## src/rtl/rx_cmd_ctrl.sv

```systemverilog
// rx_cmd_ctrl: command decoder between a UART receiver/transmitter, a
// 16x8 register file and an ALU.
//   0xAA addr data   -> register-file write
//   0xBB addr        -> register-file read, read byte sent back over TX
//   0xCC a b fun     -> write operands to regs 0/1, run ALU, send result (LO, HI)
//   0xDD fun         -> run ALU on the current operands, send result (LO, HI)
// Ports:
//   CLK, RST (async, active-low)
//   RX_P_DATA/RX_D_VLD/RX_ERR         : receiver byte stream
//   RF_WrEn/RF_RdEn/RF_Address/RF_WrData, RF_RdData/RF_RdData_Valid : register file
//   ALU_EN/ALU_FUN, ALU_OUT/ALU_OUT_VLD, CLK_GATE_EN                : ALU
//   TX_P_DATA/TX_D_VLD, TX_BUSY        : transmitter handshake
// All outputs come straight from flops.
module rx_cmd_ctrl #(
  parameter int TIMEOUT_CYC = 255
) (
  input  logic        CLK,
  input  logic        RST,
  input  logic [7:0]  RX_P_DATA,
  input  logic        RX_D_VLD,
  input  logic        RX_ERR,
  output logic        RF_WrEn,
  output logic        RF_RdEn,
  output logic [3:0]  RF_Address,
  output logic [7:0]  RF_WrData,
  input  logic [7:0]  RF_RdData,
  input  logic        RF_RdData_Valid,
  output logic        ALU_EN,
  output logic [3:0]  ALU_FUN,
  input  logic [15:0] ALU_OUT,
  input  logic        ALU_OUT_VLD,
  output logic        CLK_GATE_EN,
  output logic [7:0]  TX_P_DATA,
  output logic        TX_D_VLD,
  input  logic        TX_BUSY
);

  localparam logic [7:0] TMO_LIMIT = 8'(TIMEOUT_CYC);

  typedef enum logic [3:0] {
    IDLE     = 4'd0,
    WR_ADDR  = 4'd1,
    WR_DATA  = 4'd2,
    RD_ADDR  = 4'd3,
    RD_WAIT  = 4'd4,
    OP_A     = 4'd5,
    OP_B     = 4'd6,
    FUN      = 4'd7,
    ALU_WAIT = 4'd8,
    TX_LO    = 4'd9,
    TX_HI    = 4'd10,
    TX_RD    = 4'd11
  } state_t;

  state_t      r_state, w_state_nxt;
  logic        r_wr_en, r_rd_en, r_alu_en, r_tx_vld, r_gate;
  logic        w_wr_en_nxt, w_rd_en_nxt, w_alu_en_nxt, w_tx_vld_nxt, w_gate_nxt;
  logic [3:0]  r_addr_out, w_addr_out_nxt;
  logic [7:0]  r_wr_data, w_wr_data_nxt;
  logic [3:0]  r_alu_fun, w_alu_fun_nxt;
  logic [7:0]  r_tx_data, w_tx_data_nxt;
  logic [3:0]  r_wr_addr, w_wr_addr_nxt;   // address held between WR_ADDR and WR_DATA
  logic [7:0]  r_rd_byte, w_rd_byte_nxt;   // captured register-file read data
  logic [15:0] r_alu_res, w_alu_res_nxt;   // captured ALU result
  // TX phase: 0 = wait to issue, 1 = strobe out, 2 = wait busy rise, 3 = wait busy fall
  logic [1:0]  r_tx_ph, w_tx_ph_nxt;
  logic [7:0]  r_tmo_cnt, w_tmo_nxt;
  logic        w_tmo_run, w_abort;
  logic [7:0]  w_tx_byte;

  assign RF_WrEn     = r_wr_en;
  assign RF_RdEn     = r_rd_en;
  assign RF_Address  = r_addr_out;
  assign RF_WrData   = r_wr_data;
  assign ALU_EN      = r_alu_en;
  assign ALU_FUN     = r_alu_fun;
  assign CLK_GATE_EN = r_gate;
  assign TX_P_DATA   = r_tx_data;
  assign TX_D_VLD    = r_tx_vld;

  // Byte-awaiting states run the inter-byte timeout and honour RX_ERR.
  always_comb begin
    case (r_state)
      WR_ADDR, WR_DATA, RD_ADDR, OP_A, OP_B, FUN: w_tmo_run = 1'b1;
      default:                                    w_tmo_run = 1'b0;
    endcase
    w_abort = w_tmo_run & (RX_ERR | (r_tmo_cnt == TMO_LIMIT));
  end

  // Next-state and next-output logic.
  always_comb begin
    w_state_nxt    = r_state;
    w_wr_en_nxt    = 1'b0;
    w_rd_en_nxt    = 1'b0;
    w_alu_en_nxt   = 1'b0;
    w_tx_vld_nxt   = 1'b0;
    w_gate_nxt     = 1'b0;
    w_addr_out_nxt = r_addr_out;
    w_wr_data_nxt  = r_wr_data;
    w_alu_fun_nxt  = r_alu_fun;
    w_tx_data_nxt  = r_tx_data;
    w_wr_addr_nxt  = r_wr_addr;
    w_rd_byte_nxt  = r_rd_byte;
    w_alu_res_nxt  = r_alu_res;
    w_tx_ph_nxt    = r_tx_ph;
    w_tx_byte      = 8'h00;

    case (r_state)
      IDLE: begin
        w_tx_ph_nxt = 2'd0;
        // A byte flagged with RX_ERR is never decoded.
        if (RX_D_VLD && !RX_ERR) begin
          case (RX_P_DATA)
            8'hAA:   w_state_nxt = WR_ADDR;
            8'hBB:   w_state_nxt = RD_ADDR;
            8'hCC:   w_state_nxt = OP_A;
            8'hDD:   w_state_nxt = FUN;
            default: w_state_nxt = IDLE;
          endcase
        end else begin
          w_state_nxt = IDLE;
        end
      end
      WR_ADDR, WR_DATA, RD_ADDR, OP_A, OP_B, FUN: begin
        if (w_abort) begin
          w_state_nxt = IDLE;
        end else if (RX_D_VLD) begin
          case (r_state)
            WR_ADDR: begin
              w_wr_addr_nxt = RX_P_DATA[3:0];
              w_state_nxt   = WR_DATA;
            end
            WR_DATA: begin
              w_wr_en_nxt    = 1'b1;
              w_addr_out_nxt = r_wr_addr;
              w_wr_data_nxt  = RX_P_DATA;
              w_state_nxt    = IDLE;
            end
            RD_ADDR: begin
              w_rd_en_nxt    = 1'b1;
              w_addr_out_nxt = RX_P_DATA[3:0];
              w_state_nxt    = RD_WAIT;
            end
            OP_A: begin
              w_wr_en_nxt    = 1'b1;
              w_addr_out_nxt = 4'd0;
              w_wr_data_nxt  = RX_P_DATA;
              w_state_nxt    = OP_B;
            end
            OP_B: begin
              w_wr_en_nxt    = 1'b1;
              w_addr_out_nxt = 4'd1;
              w_wr_data_nxt  = RX_P_DATA;
              w_state_nxt    = FUN;
            end
            default: begin  // FUN
              w_alu_fun_nxt = RX_P_DATA[3:0];
              w_alu_en_nxt  = 1'b1;
              w_gate_nxt    = 1'b1;
              w_state_nxt   = ALU_WAIT;
            end
          endcase
        end else begin
          w_state_nxt = r_state;
        end
      end
      RD_WAIT: begin
        if (RF_RdData_Valid) begin
          w_rd_byte_nxt = RF_RdData;
          w_tx_ph_nxt   = 2'd0;
          w_state_nxt   = TX_RD;
        end else begin
          w_state_nxt = RD_WAIT;
        end
      end
      ALU_WAIT: begin
        // Gate stays on through the cycle after ALU_OUT_VLD; TX_LO drops it.
        w_gate_nxt = 1'b1;
        if (ALU_OUT_VLD) begin
          w_alu_res_nxt = ALU_OUT;
          w_tx_ph_nxt   = 2'd0;
          w_state_nxt   = TX_LO;
        end else begin
          w_state_nxt = ALU_WAIT;
        end
      end
      TX_LO, TX_HI, TX_RD: begin
        if (r_state == TX_LO) begin
          w_tx_byte = r_alu_res[7:0];
        end else if (r_state == TX_HI) begin
          w_tx_byte = r_alu_res[15:8];
        end else begin
          w_tx_byte = r_rd_byte;
        end
        case (r_tx_ph)
          2'd0: begin
            // Issue only when busy was low in the cycle before the strobe.
            if (!TX_BUSY) begin
              w_tx_vld_nxt  = 1'b1;
              w_tx_data_nxt = w_tx_byte;
              w_tx_ph_nxt   = 2'd1;
            end else begin
              w_tx_ph_nxt = 2'd0;
            end
          end
          2'd1: begin
            if (!TX_BUSY) begin
              if (r_state == TX_LO) begin
                w_tx_ph_nxt = 2'd2;
              end else begin
                w_tx_ph_nxt = 2'd0;
                w_state_nxt = IDLE;
              end
            end else begin
              w_tx_ph_nxt = 2'd0;  // not accepted, re-issue
            end
          end
          2'd2: begin
            if (TX_BUSY) begin
              w_tx_ph_nxt = 2'd3;
            end else begin
              w_tx_ph_nxt = 2'd2;
            end
          end
          default: begin
            if (!TX_BUSY) begin
              w_tx_ph_nxt = 2'd0;
              w_state_nxt = TX_HI;
            end else begin
              w_tx_ph_nxt = 2'd3;
            end
          end
        endcase
      end
      default: begin
        w_state_nxt = IDLE;
      end
    endcase

    // Timeout counter restarts on every byte and every state change.
    if (!w_tmo_run || RX_D_VLD || (w_state_nxt != r_state)) begin
      w_tmo_nxt = 8'd0;
    end else begin
      w_tmo_nxt = r_tmo_cnt + 8'd1;
    end
  end

  // State register.
  always_ff @(posedge CLK or negedge RST) begin
    if (!RST) begin
      r_state <= IDLE;
    end else begin
      r_state <= w_state_nxt;
    end
  end

  // Output and datapath registers.
  always_ff @(posedge CLK or negedge RST) begin
    if (!RST) begin
      r_wr_en    <= 1'b0;
      r_rd_en    <= 1'b0;
      r_alu_en   <= 1'b0;
      r_tx_vld   <= 1'b0;
      r_gate     <= 1'b0;
      r_addr_out <= 4'd0;
      r_wr_data  <= 8'h00;
      r_alu_fun  <= 4'd0;
      r_tx_data  <= 8'h00;
      r_wr_addr  <= 4'd0;
      r_rd_byte  <= 8'h00;
      r_alu_res  <= 16'h0000;
      r_tx_ph    <= 2'd0;
      r_tmo_cnt  <= 8'd0;
    end else begin
      r_wr_en    <= w_wr_en_nxt;
      r_rd_en    <= w_rd_en_nxt;
      r_alu_en   <= w_alu_en_nxt;
      r_tx_vld   <= w_tx_vld_nxt;
      r_gate     <= w_gate_nxt;
      r_addr_out <= w_addr_out_nxt;
      r_wr_data  <= w_wr_data_nxt;
      r_alu_fun  <= w_alu_fun_nxt;
      r_tx_data  <= w_tx_data_nxt;
      r_wr_addr  <= w_wr_addr_nxt;
      r_rd_byte  <= w_rd_byte_nxt;
      r_alu_res  <= w_alu_res_nxt;
      r_tx_ph    <= w_tx_ph_nxt;
      r_tmo_cnt  <= w_tmo_nxt;
    end
  end

endmodule

```

## config.mk

```make
export PLATFORM = sky130hd
export DESIGN_NAME = rx_cmd_ctrl
export DESIGN_NICKNAME = d
export VERILOG_FILES = /design/src/rtl/rx_cmd_ctrl.sv
export SDC_FILE = /design/constraint.sdc
export NUM_CORES = 1
export LEC_CHECK = 0
export ABC_AREA = 1
export BUFFER_PORTS_ARGS = -buffer_cell sky130_fd_sc_hd__buf_2
export CAP_MARGIN = 20
export CELL_PAD_IN_SITES_DETAIL_PLACEMENT = 0
export CELL_PAD_IN_SITES_GLOBAL_PLACEMENT = 1
export CORE_ASPECT_RATIO = 1.75
export CORE_MARGIN = 3
export CORE_UTILIZATION = 44
export DETAILED_ROUTE_END_ITERATION = 10
export PLACE_DENSITY_LB_ADDON = 0.08
export RECOVER_POWER = 25
export SETUP_SLACK_MARGIN = 0.05
export SLEW_MARGIN = 20
export SYNTH_ARGS = -nofsm -noshare
export SYNTH_HDL_FRONTEND = slang
export SYNTH_SLANG_ARGS = --single-unit
```

## constraint.sdc

```tcl
create_clock -name CLK -period 4.05 [get_ports CLK]
set_input_delay 0.405 -clock CLK [delete_from_list [all_inputs] [get_ports CLK]]
set_output_delay 0.405 -clock CLK [all_outputs]
set_load 0.1 [all_outputs]
```

# Word-level counts from Yosys, hierarchy flattened
# Cells that the tools add are included.
[op_classes]
bitwise_logic = 5
eq_ne = 21
addsub = 1
mux = 42
n_reduce_logical = 22
[op_table]
columns = ["cell", "n"]
rows = [
  ["$eq 8x8->1 const B", 5],
  ["$pmux 4 s5", 2],
  ["$mux 4", 7],
  ["$mux 8", 3],
  ["$mux 1", 19],
  ["$eq 4x3->1 const B", 4],
  ["$eq 4x4->1 const B", 4],
  ["$pmux 4 s4", 1],
  ["$reduce_and 4->1", 4],
  ["$pmux 3 s4", 1],
  ["$mux 2", 5],
  ["$add 8x1->8 const B", 1],
  ["$eq 4x2->1 const B", 2],
  ["$pmux 2 s4", 1],
  ["$pmux 4 s2", 1],
  ["$reduce_bool 4->1", 2],
  ["$pmux 2 s3", 1],
  ["$reduce_and 3->1", 2],
  ["$reduce_or 3->1", 2],
  ["$reduce_or 6->1", 1],
  ["$reduce_or 5->1", 1],
  ["$eq 4x1->1 const B", 1],
  ["$logic_not 4->1", 1],
  ["$ne 2x2->1 const B", 2],
  ["other kinds (13)", 18],
]
[totals]
output_inout_bits = 29
reg_bits = 71
wordCells = 106
in_bits = 39

# Depth between registers and ports, before layout
# Gate-level depths: netlist of the first run.
[depth]
depth_word = 9
ltp_mapped = 11

# Worst setup path before layout of the first run
# Ideal clock, no wire load.
[synth_timing]
kind = "register to register"
from = "reg r_state[1]"
to = "reg r_wr_data[6] (netlist: RF_WrData[6])"
synth_period_minus_slack_ps = 1618
setup_time_ps = 126
required_time_ps = 3924
t_arrival_ps = 1492
slack_ps = 2432
path_stages_with_launch = 11
n_path_buf = 2
cell_sequence = "dfrtp_1 > buf_4 > inv_1 > nand2_1 > nand2_1 > nand2_1 > nand2_1 > nand2_1 > nor2_4 > buf_6 > mux2_4"
[synth_between]
elab_chain_cells = 6
elab_cells_between_ends = 12
cone_classes = "eq/ne (6); mux (1); bitwise (2); reduce/logical (3)"
[synth_rtl]
columns = ["element", "line", "text"]
rows = [
  ["start, declared", "55", "state_t r_state, w_state_nxt;"],
  ["start signal, assigned", "253", "r_state <= w_state_nxt;"],
  ["$eq 4x1->1, or another cell as far along", "83, 108", ""],
  ["$reduce_or 6->1", "83, 108", ""],
  ["$mux 1", "83", "case (r_state)"],
  ["$and 1x1->1", "87", "w_abort = w_tmo_run & (RX_ERR | (r_tmo_cnt == TMO_LIMIT));"],
  ["$not 1->1 (no source line)", "n/a", ""],
  ["$reduce_and 4->1 (no source line) *", "n/a", ""],
  ["end signal, assigned", "281", "r_wr_data <= w_wr_data_nxt;"],
  ["end, declared", "59", "logic [7:0] r_wr_data, w_wr_data_nxt;"],
]
# Mark *: on every way between the ends. The rest lies on a longest branch, timed or not.
# A chain may end at the register's enable or synchronous reset.

==> flow_summary.yaml, run 1 <==
synth:
  synth-edff-count: 0
  post_synthesis_adder_cell_area_fraction_pct: 0.364
  synth-compound-area-share_pct: 9.69
  postSynth.asyncResetShare_pct: 100
  synth.ff_latch_count: 71
  synthesis.yosys.warnings: 0
  synth.area.top_cells: "sky130_fd_sc_hd__dfrtp_1 52%, sky130_fd_sc_hd__nand2_1 10%, sky130_fd_sc_hd__o21ai_0 5.5%, sky130_fd_sc_hd__mux2_2 4.9%, sky130_fd_sc_hd__inv_1 4.5%"
  synth_top_family_by_area: "simple AND/OR/NAND/NOR gates"
  synth_xor_area_share_pct: 1.53
  syn-instance-count: 377
  most_used_standard_cells_in_the_synthesized_netlist: "95 x sky130_fd_sc_hd__nand2_1, 71 x sky130_fd_sc_hd__dfrtp_1, 41 x sky130_fd_sc_hd__inv_1, 38 x sky130_fd_sc_hd__o21ai_0, 27 x sky130_fd_sc_hd__nor2_1"
  synthesis.nets: 417
  synth_simple_gate_area_share_pct: 24.8
  synth_cell_type_count: 35
  synthMostInstantiatedCell: "sky130_fd_sc_hd__nand2_1"
  ys_dominant_reg_cell: "sky130_fd_sc_hd__dfrtp_1"
  post-synth-top-area-cell: "sky130_fd_sc_hd__dfrtp_1"
  syn-mean-instance-area_um2: 9.11
  synth_top_area_share_pct: 51.7
  post_synth_mux_area_share_pct: 5.36
  ys_seq_area_share_pct: 51.7
  syn_area_um2: 3430
placement:
  numPlacedInstances: 526
  place.gp.congestion: 0.885
  detailed_place_hpwl_um: 6030
  port_buffers: 67
  preCtsSetupSlack_ps: 2090
  dpl-instance-area_um2: 3830
timing:
  fin_worst_skew_ps: 5.85
  finalCritPeriodShare_pct: 60.3
  fmax_ghz: 0.409
  final-hold-violation-count: 0
  rsz_0062_raised_after_global_routing: "no"
  totalNegativeSetupSlack_ps: 0
  fin_crit_ps: 2440
  slew-limit-headroom_pct: -35.2
  tightestPinTransition_ps: 2030
  timing.hold.ws_ps: 281
  setup-violations-final: 0
  worst_slack_ps: 1610
  slew_viol_final: 38
cells_and_area:
  utilization_of_the_core_after_routing_pct: 54.0
  design_area_um2: 4080
  syn_to_final_growth_pct: 19.0
  instances_no_fill: 541
  num_antenna_cells: 0
  drive_gt1_share_pct: 29.1
  nNetsFinal: 489
detailed_routing:
  antenna_violating_nets_post_route: 0
  drt-pass1-iter-count: 4
  routed_via_density: 5.01
  number_of_remaining_drc_errors: 0
  routed_wire_length_per_instance_um: 14.7
  via_count: 2713
  finalWirelength_um: 7940
  detail_route.iter0.violations: 89
clocking:
  cts_root_buffer: "sky130_fd_sc_hd__clkbuf_16"
  clock_path_buffers: 2
  cts_tree: "done"
  insertion_delay_ps: 320
  number_of_instances_resized_during_post_cts_repair: 0
  cts_htree_levels: 3
  post_cts_setup_driven_buffer_insertion_count: 0
  cts_num_sinks: 71
  ctsHoldBuffers: 0
  clk_transition_reported_paths_ps: 50
  cts_inserted_buffers: 9
global_route:
  gr-total-overflow: 0
  grt_first_pass_wirelength_um: 13300
  number_of_antenna_violations_at_the_first_check_in_global_routing: 0
  grt.total_usage_pct: 19.6
  first_global_vias: 2761
  maximum_number_of_pins_on_one_net_before_global_route_repair: 38
worst_setup_path:
  crit_path_start_kind: "primary input"
  timing.critical_path.max_delay_family: "buffers and inverters"
  critical_path_class: "primary input to asynchronous set/reset pin"
  cp.buffers_inverters: 2
  cp_data_required_time_ps: 4370
  timing.critical_path.to_type: "asynchronous set/reset pin"
  worstPathCellList: "clkbuf_1 -> clkbuf_2"
  crit_path_top_delay_cell: "sky130_fd_sc_hd__clkbuf_1"
  critPathMaxFanout: 37
  worst_ep_arrival_time_ps: 2770
  crit_path_max_incr_delay_ps: 1420
floorplan:
  rows: 42
  die_w_um: 72.8
  start_util_pct: 45.4
  die_area_um2: 8940
  die_y_um: 123
  core-area_um2: 7570
  io_pins: 68
power:
  power-per-cell-area_nw_per_um2: 718
  fin_total_pwr_mw: 2.93
  ir_drop_uv: 533
  power_leakage_nw: 2.13
job:
  maxCapViolCount: 1
worst_hold_path:
  path_category_of_the_worst_min_delay_check: "primary input to flop"
run_status:
  run_status: "complete, but fails checks"
  failed_checks: "max-capacitance violations, max-slew violations"
==> sequential cells by signal, indices dropped and copies added, names as in the netlist <==
name	count
r_tx_ph	2
RF_WrData	8
r_state	4
RF_RdEn	1
TX_D_VLD	1
r_tmo_cnt	8
ALU_FUN	4
TX_P_DATA	8
ALU_EN	1
CLK_GATE_EN	1
r_alu_res	16
r_wr_addr	4
RF_Address	4
r_rd_byte	8
RF_WrEn	1
==> area by class of cell <==
class / count / area (um2)
inverters: 44 / 165
multi-input cells: 255 / 1430
flip-flops and latches: 71 / 1780
clock buffers: 14 / 254
clock inverters: 1 / 5.00
well taps: 88 / 110
fillers: 742 / 3480
repair buffers: 68 / 339
==> metal layers <==
metal / up-vias / wire length [um] / global-route usage (%)
met1: 1266 / 3100 / 22.2
met5: - / 0 / 0
met4: 0 / 283 / 9.58
li1: 1366 / - / -
met2: 62 / 4190 / 33.8
met3: 19 / 369 / 4.59
==> cell usage in the layout, fill, tap and decap left out, drive strengths merged <==
master | synthesis | layout
dfrtp | 71 | 71
nor2 | 37 | 37
nand4 | 3 | 3
nand3 | 12 | 12
xnor2 | 3 | 3
ha | 1 | 1
inv | 44 | 44
xor2 | 3 | 3
nand3b | 1 | 1
o22ai | 8 | 8
or3 | 1 | 1
nand2 | 103 | 103
mux2 | 16 | 16
nor4 | 1 | 1
clkbuf | 0 | 16
a22oi | 2 | 2
a31oi | 2 | 2
a21oi | 8 | 8
o21ai | 39 | 39
buf | 7 | 66
and3 | 1 | 1
clkinv | 0 | 1
a31o | 1 | 1
o211ai | 1 | 1
nor3 | 12 | 12
==> power by group <==
part | internal [mW] | total [mW] | leakage, nW | switching [mW]
clock | 0.427 | 0.692 | 0.127 | 0.265
combinational | 0.248 | 1.23 | 1.05 | 0.982
sequential | 0.899 | 1.01 | 0.945 | 0.109
total | 1.57 | 2.93 | 2.13 | 1.36
==> cell families (layout without fill, tap and decap cells) <==
family,after synthesis,count (layout)
multiplexers,16,16
AND/OR/NAND/NOR,171,171
buffers and inverters,51,127
AO/OA/AOI/OAI,61,61
flip-flops,71,71
adder cells (fa/ha/maj),1,1
XOR/XNOR,6,6
==> worst paths after layout <==
check | slack, ps | from | depth (start not counted) | to
worst max-delay path | 1610 | RST | 2 | r_state[1]$_DFF_PN0_
worst min-delay path | 280 | ALU_OUT[3] | 3 | r_alu_res[3]$_DFFE_PN0P_
worst max register to register | 2110 | r_state[1]$_DFF_PN0_ | 5 | r_alu_res[12]$_DFFE_PN0P_
worst min register to register | 470 | r_tmo_cnt[0]$_DFF_PN0_ | 1 | r_tmo_cnt[0]$_DFF_PN0_
max in group CLK | 2110 | r_state[1]$_DFF_PN0_ | 5 | r_alu_res[12]$_DFFE_PN0P_
min in group asynchronous | 660 | RST | 1 | r_alu_res[10]$_DFFE_PN0P_
No activity file was read; power rests on OpenSTA's default activity.
==> inputs of run 2 (changes only) <==
- ABC_AREA: 1 -> 0
- CORE_UTILIZATION: 44 -> 39
- clock period: 4.05 -> 2.03 ns (I/O delays scaled with it)
==> run 2 against run 1 <==
The run now ends clean. Non-clock buffer count up 19. Sequential power up 110%. Total power up 120%. Routed wire length up 9.4%. First-iteration DRC count up 15%. Final cell count down 5.0%. Clock power up 120%. Hold slack worse by 180 ps. Global-route usage down 1.6 points. Synthesized area up 2.6%. Register-to-register slack worse by 2000 ps. Critical path type is now flop to flop. Largest cell class unchanged. Highest routed layer unchanged.
==> flow_summary.yaml, run 2 <==
job:
  maxCapViolCount: 0
timing:
  totalNegativeSetupSlack_ps: 0
  fin_worst_skew_ps: 8.57
  finalCritPeriodShare_pct: 92.7
  fmax_ghz: 0.531
  rsz_0062_raised_after_global_routing: "yes"
  slew_viol_final: 0
  setup-violations-final: 0
  slew-limit-headroom_pct: 35.2
  worst_slack_ps: 147
  tightestPinTransition_ps: 972
  final-hold-violation-count: 0
  fin_crit_ps: 1880
power:
  ir_drop_uv: 713
  comb_power_share_pct: 43.2
  power_leakage_nw: 2.11
  power_report.internal_total_mw: 3.62
  seqPwrFrac_pct: 33.3
  total_switching_power_mw: 2.83
  p_sw_share_pct: 43.9
  power-per-cell-area_nw_per_um2: 1470
  clock_power_share_pct: 23.4
synth:
  ys_dominant_reg_cell: "sky130_fd_sc_hd__dfrtp_1"
  syn-mean-instance-area_um2: 11.3
  post-synth-top-area-cell: "sky130_fd_sc_hd__dfrtp_1"
  ys_seq_area_share_pct: 50.4
  syn-instance-count: 311
  synthesis.nets: 351
  synthesis.yosys.warnings: 0
  synth.area.top_cells: "sky130_fd_sc_hd__dfrtp_1 50%, sky130_fd_sc_hd__mux2_2 13%, sky130_fd_sc_hd__o21ai_0 3.4%, sky130_fd_sc_hd__nor4bb_1 3.1%, sky130_fd_sc_hd__a21o_1 1.9%"
  syn_area_um2: 3520
  postSynth.asyncResetShare_pct: 100
  synth_top_area_share_pct: 50.4
  synthMostInstantiatedCell: "sky130_fd_sc_hd__dfrtp_1"
  synth_cell_type_count: 52
  most_used_standard_cells_in_the_synthesized_netlist: "71 x sky130_fd_sc_hd__dfrtp_1, 41 x sky130_fd_sc_hd__mux2_2, 24 x sky130_fd_sc_hd__o21ai_0, 18 x sky130_fd_sc_hd__nand2_1, 17 x sky130_fd_sc_hd__nor2_1"
  synth-edff-count: 0
  synth.ff_latch_count: 71
placement:
  port_buffers: 67
  preCtsSetupSlack_ps: 79.7
  place.gp.congestion: 0.777
  detailed_place_hpwl_um: 6380
worst_setup_path:
  cp_data_required_time_ps: 2240
  crit_path_max_incr_delay_ps: 720
  crit_path_start_kind: "flop"
  crit_path_top_delay_cell: "sky130_fd_sc_hd__dfrtp_1"
  critPathMaxFanout: 17
  timing.critical_path.to_type: "flop"
  worst_ep_arrival_time_ps: 2090
  cp.buffers_inverters: 0
  timing.critical_path.max_delay_family: "flip-flops"
  worstPathCellList: "and2b_1 -> nand3_4 -> mux2_2"
  critical_path_class: "flop to flop"
worst_hold_path:
  path_category_of_the_worst_min_delay_check: "primary input to flop"
floorplan:
  rows: 45
  die_area_um2: 10300
  die_w_um: 77.9
  core-area_um2: 8730
  io_pins: 68
  die_y_um: 132
  start_util_pct: 40.4
cells_and_area:
  registers.top_by_ff_count: "r_alu_res"
  drive_gt1_share_pct: 39.5
  mostFrequentLayoutCell: "sky130_fd_sc_hd__dfrtp_1"
  largest_reg_flops: 16
  mostFrequentLayoutCells: "70 x sky130_fd_sc_hd__dfrtp_1, 67 x sky130_fd_sc_hd__buf_2, 41 x sky130_fd_sc_hd__mux2_2, 24 x sky130_fd_sc_hd__o21ai_0, 18 x sky130_fd_sc_hd__nand2_1"
  utilization_of_the_core_after_routing_pct: 50.3
  num_antenna_cells: 0
  nNetsFinal: 432
  syn_to_final_growth_pct: 24.5
clocking:
  cts_root_buffer: "sky130_fd_sc_hd__clkbuf_16"
  clock_path_buffers: 2
  cts_tree: "done"
  cts_num_sinks: 71
  cts_htree_levels: 3
  cts_inserted_buffers: 9
  clk_transition_reported_paths_ps: 60
  insertion_delay_ps: 330
detailed_routing:
  drt-pass1-iter-count: 4
  detail_route.iter0.violations: 102
  via_count: 2721
  antenna_violating_nets_post_route: 0
  routed_via_density: 5.29
  routed_wire_length_per_instance_um: 16.9
  number_of_remaining_drc_errors: 0
  finalWirelength_um: 8690
global_route:
  first_global_vias: 2823
  gr-total-overflow: 0
  grt.total_usage_pct: 18.0
  number_of_antenna_violations_at_the_first_check_in_global_routing: 0
  grt_first_pass_wirelength_um: 14300
  maximum_number_of_pins_on_one_net_before_global_route_repair: 72
run_status:
  run_status: "complete, no violations"
-- run 2: cell families (layout without fill, tap and decap cells) --
| family | count (synthesis) | count (layout) | share of synthesized area, % |
|---|---|---|---|
| adders and majority gates | 1 | 1 | 0.355 |
| muxes | 42 | 42 | 13.4 |
| xor gates and xnor gates | 8 | 8 | 1.99 |
| AOI/OAI and AO/OA | 71 | 71 | 13.4 |
| DFF | 71 | 71 | 50.4 |
| buffers and inverters | 21 | 107 | 2.95 |
| and+or+nand+nor | 97 | 97 | 17.5 |
-- run 2: layout make-up --
cell class                      instances  area, um2
Fill cell                             838       4340
Sequential cell                        71       1780
Multi-Input combinational cell        219       1650
Timing Repair Buffer                   87        500
Clock buffer                           14        284
Tap cell                              117        146
Inverter                                4       15.0
Clock inverter                          2       12.5
-- run 2: worst paths after layout --
check	startpoint	to	slack, ps	depth (start not counted)
max	r_state[3]$_DFF_PN0_	r_alu_res[5]$_DFFE_PN0P_	150	3
min	ALU_OUT[12]	r_alu_res[12]$_DFFE_PN0P_	110	2
max reg2reg	r_state[3]$_DFF_PN0_	r_alu_res[5]$_DFFE_PN0P_	150	3
min reg2reg	TX_P_DATA[2]$_DFFE_PN0P_	TX_P_DATA[2]$_DFFE_PN0P_	470	1
max in group asynchronous	RST	r_state[2]$_DFF_PN0_	650	3
min in group asynchronous	RST	RF_WrEn$_DFF_PN0_	670	3
-- run 2: metrics by stage --
step	hold slack, ps	instances	area [um2]	power [mW]
after floorplan	-92.6	311	3520	4.31
after global placement	264	496	4060	4.96
after detailed placement	263	496	4060	4.99
after CTS	88.8	513	4370	6.54
after global routing	91.4	514	4390	6.79
final	105	514	4390	6.46
-- run 2: what timing repair did --
| item | 4_1_cts | 5_1_grt |
|---|---|---|
| resized for setup | 0 | 2 |
| hold endpoints to repair | 71 | 0 |
| hold buffers | 1 | 0 |
| buffers inserted | 0 | 1 |
| setup endpoints to repair | 0 | 17 |
-- run 2: power groups by stage --
stage | registers, mW | logic (mW) | clock network [mW]
after floorplan | 3.24 | 1.07 | 0
after global placement | 2.17 | 2.79 | 0
after detailed placement | 2.18 | 2.81 | 0
after CTS | 2.16 | 2.82 | 1.56
after global routing | 2.22 | 2.94 | 1.63
final | 2.15 | 2.79 | 1.51
-- run 2: per-layer routing --
layer / up-vias / GRT usage (%) / part of all wire, %
met1: 1339 / 19.9 / 38
met2: 69 / 33.2 / 56
met5: - / 0 / 0
met4: 0 / 6.44 / 1.5
met3: 9 / 3.76 / 3.8
li1: 1304 / - / -
-- run 2: worst reg2reg max path, delay by kind of cell (launching register included) --
family	cells	cell delay (ps)
and+or+nand+nor	2	670
muxes	1	360
DFF	1	720
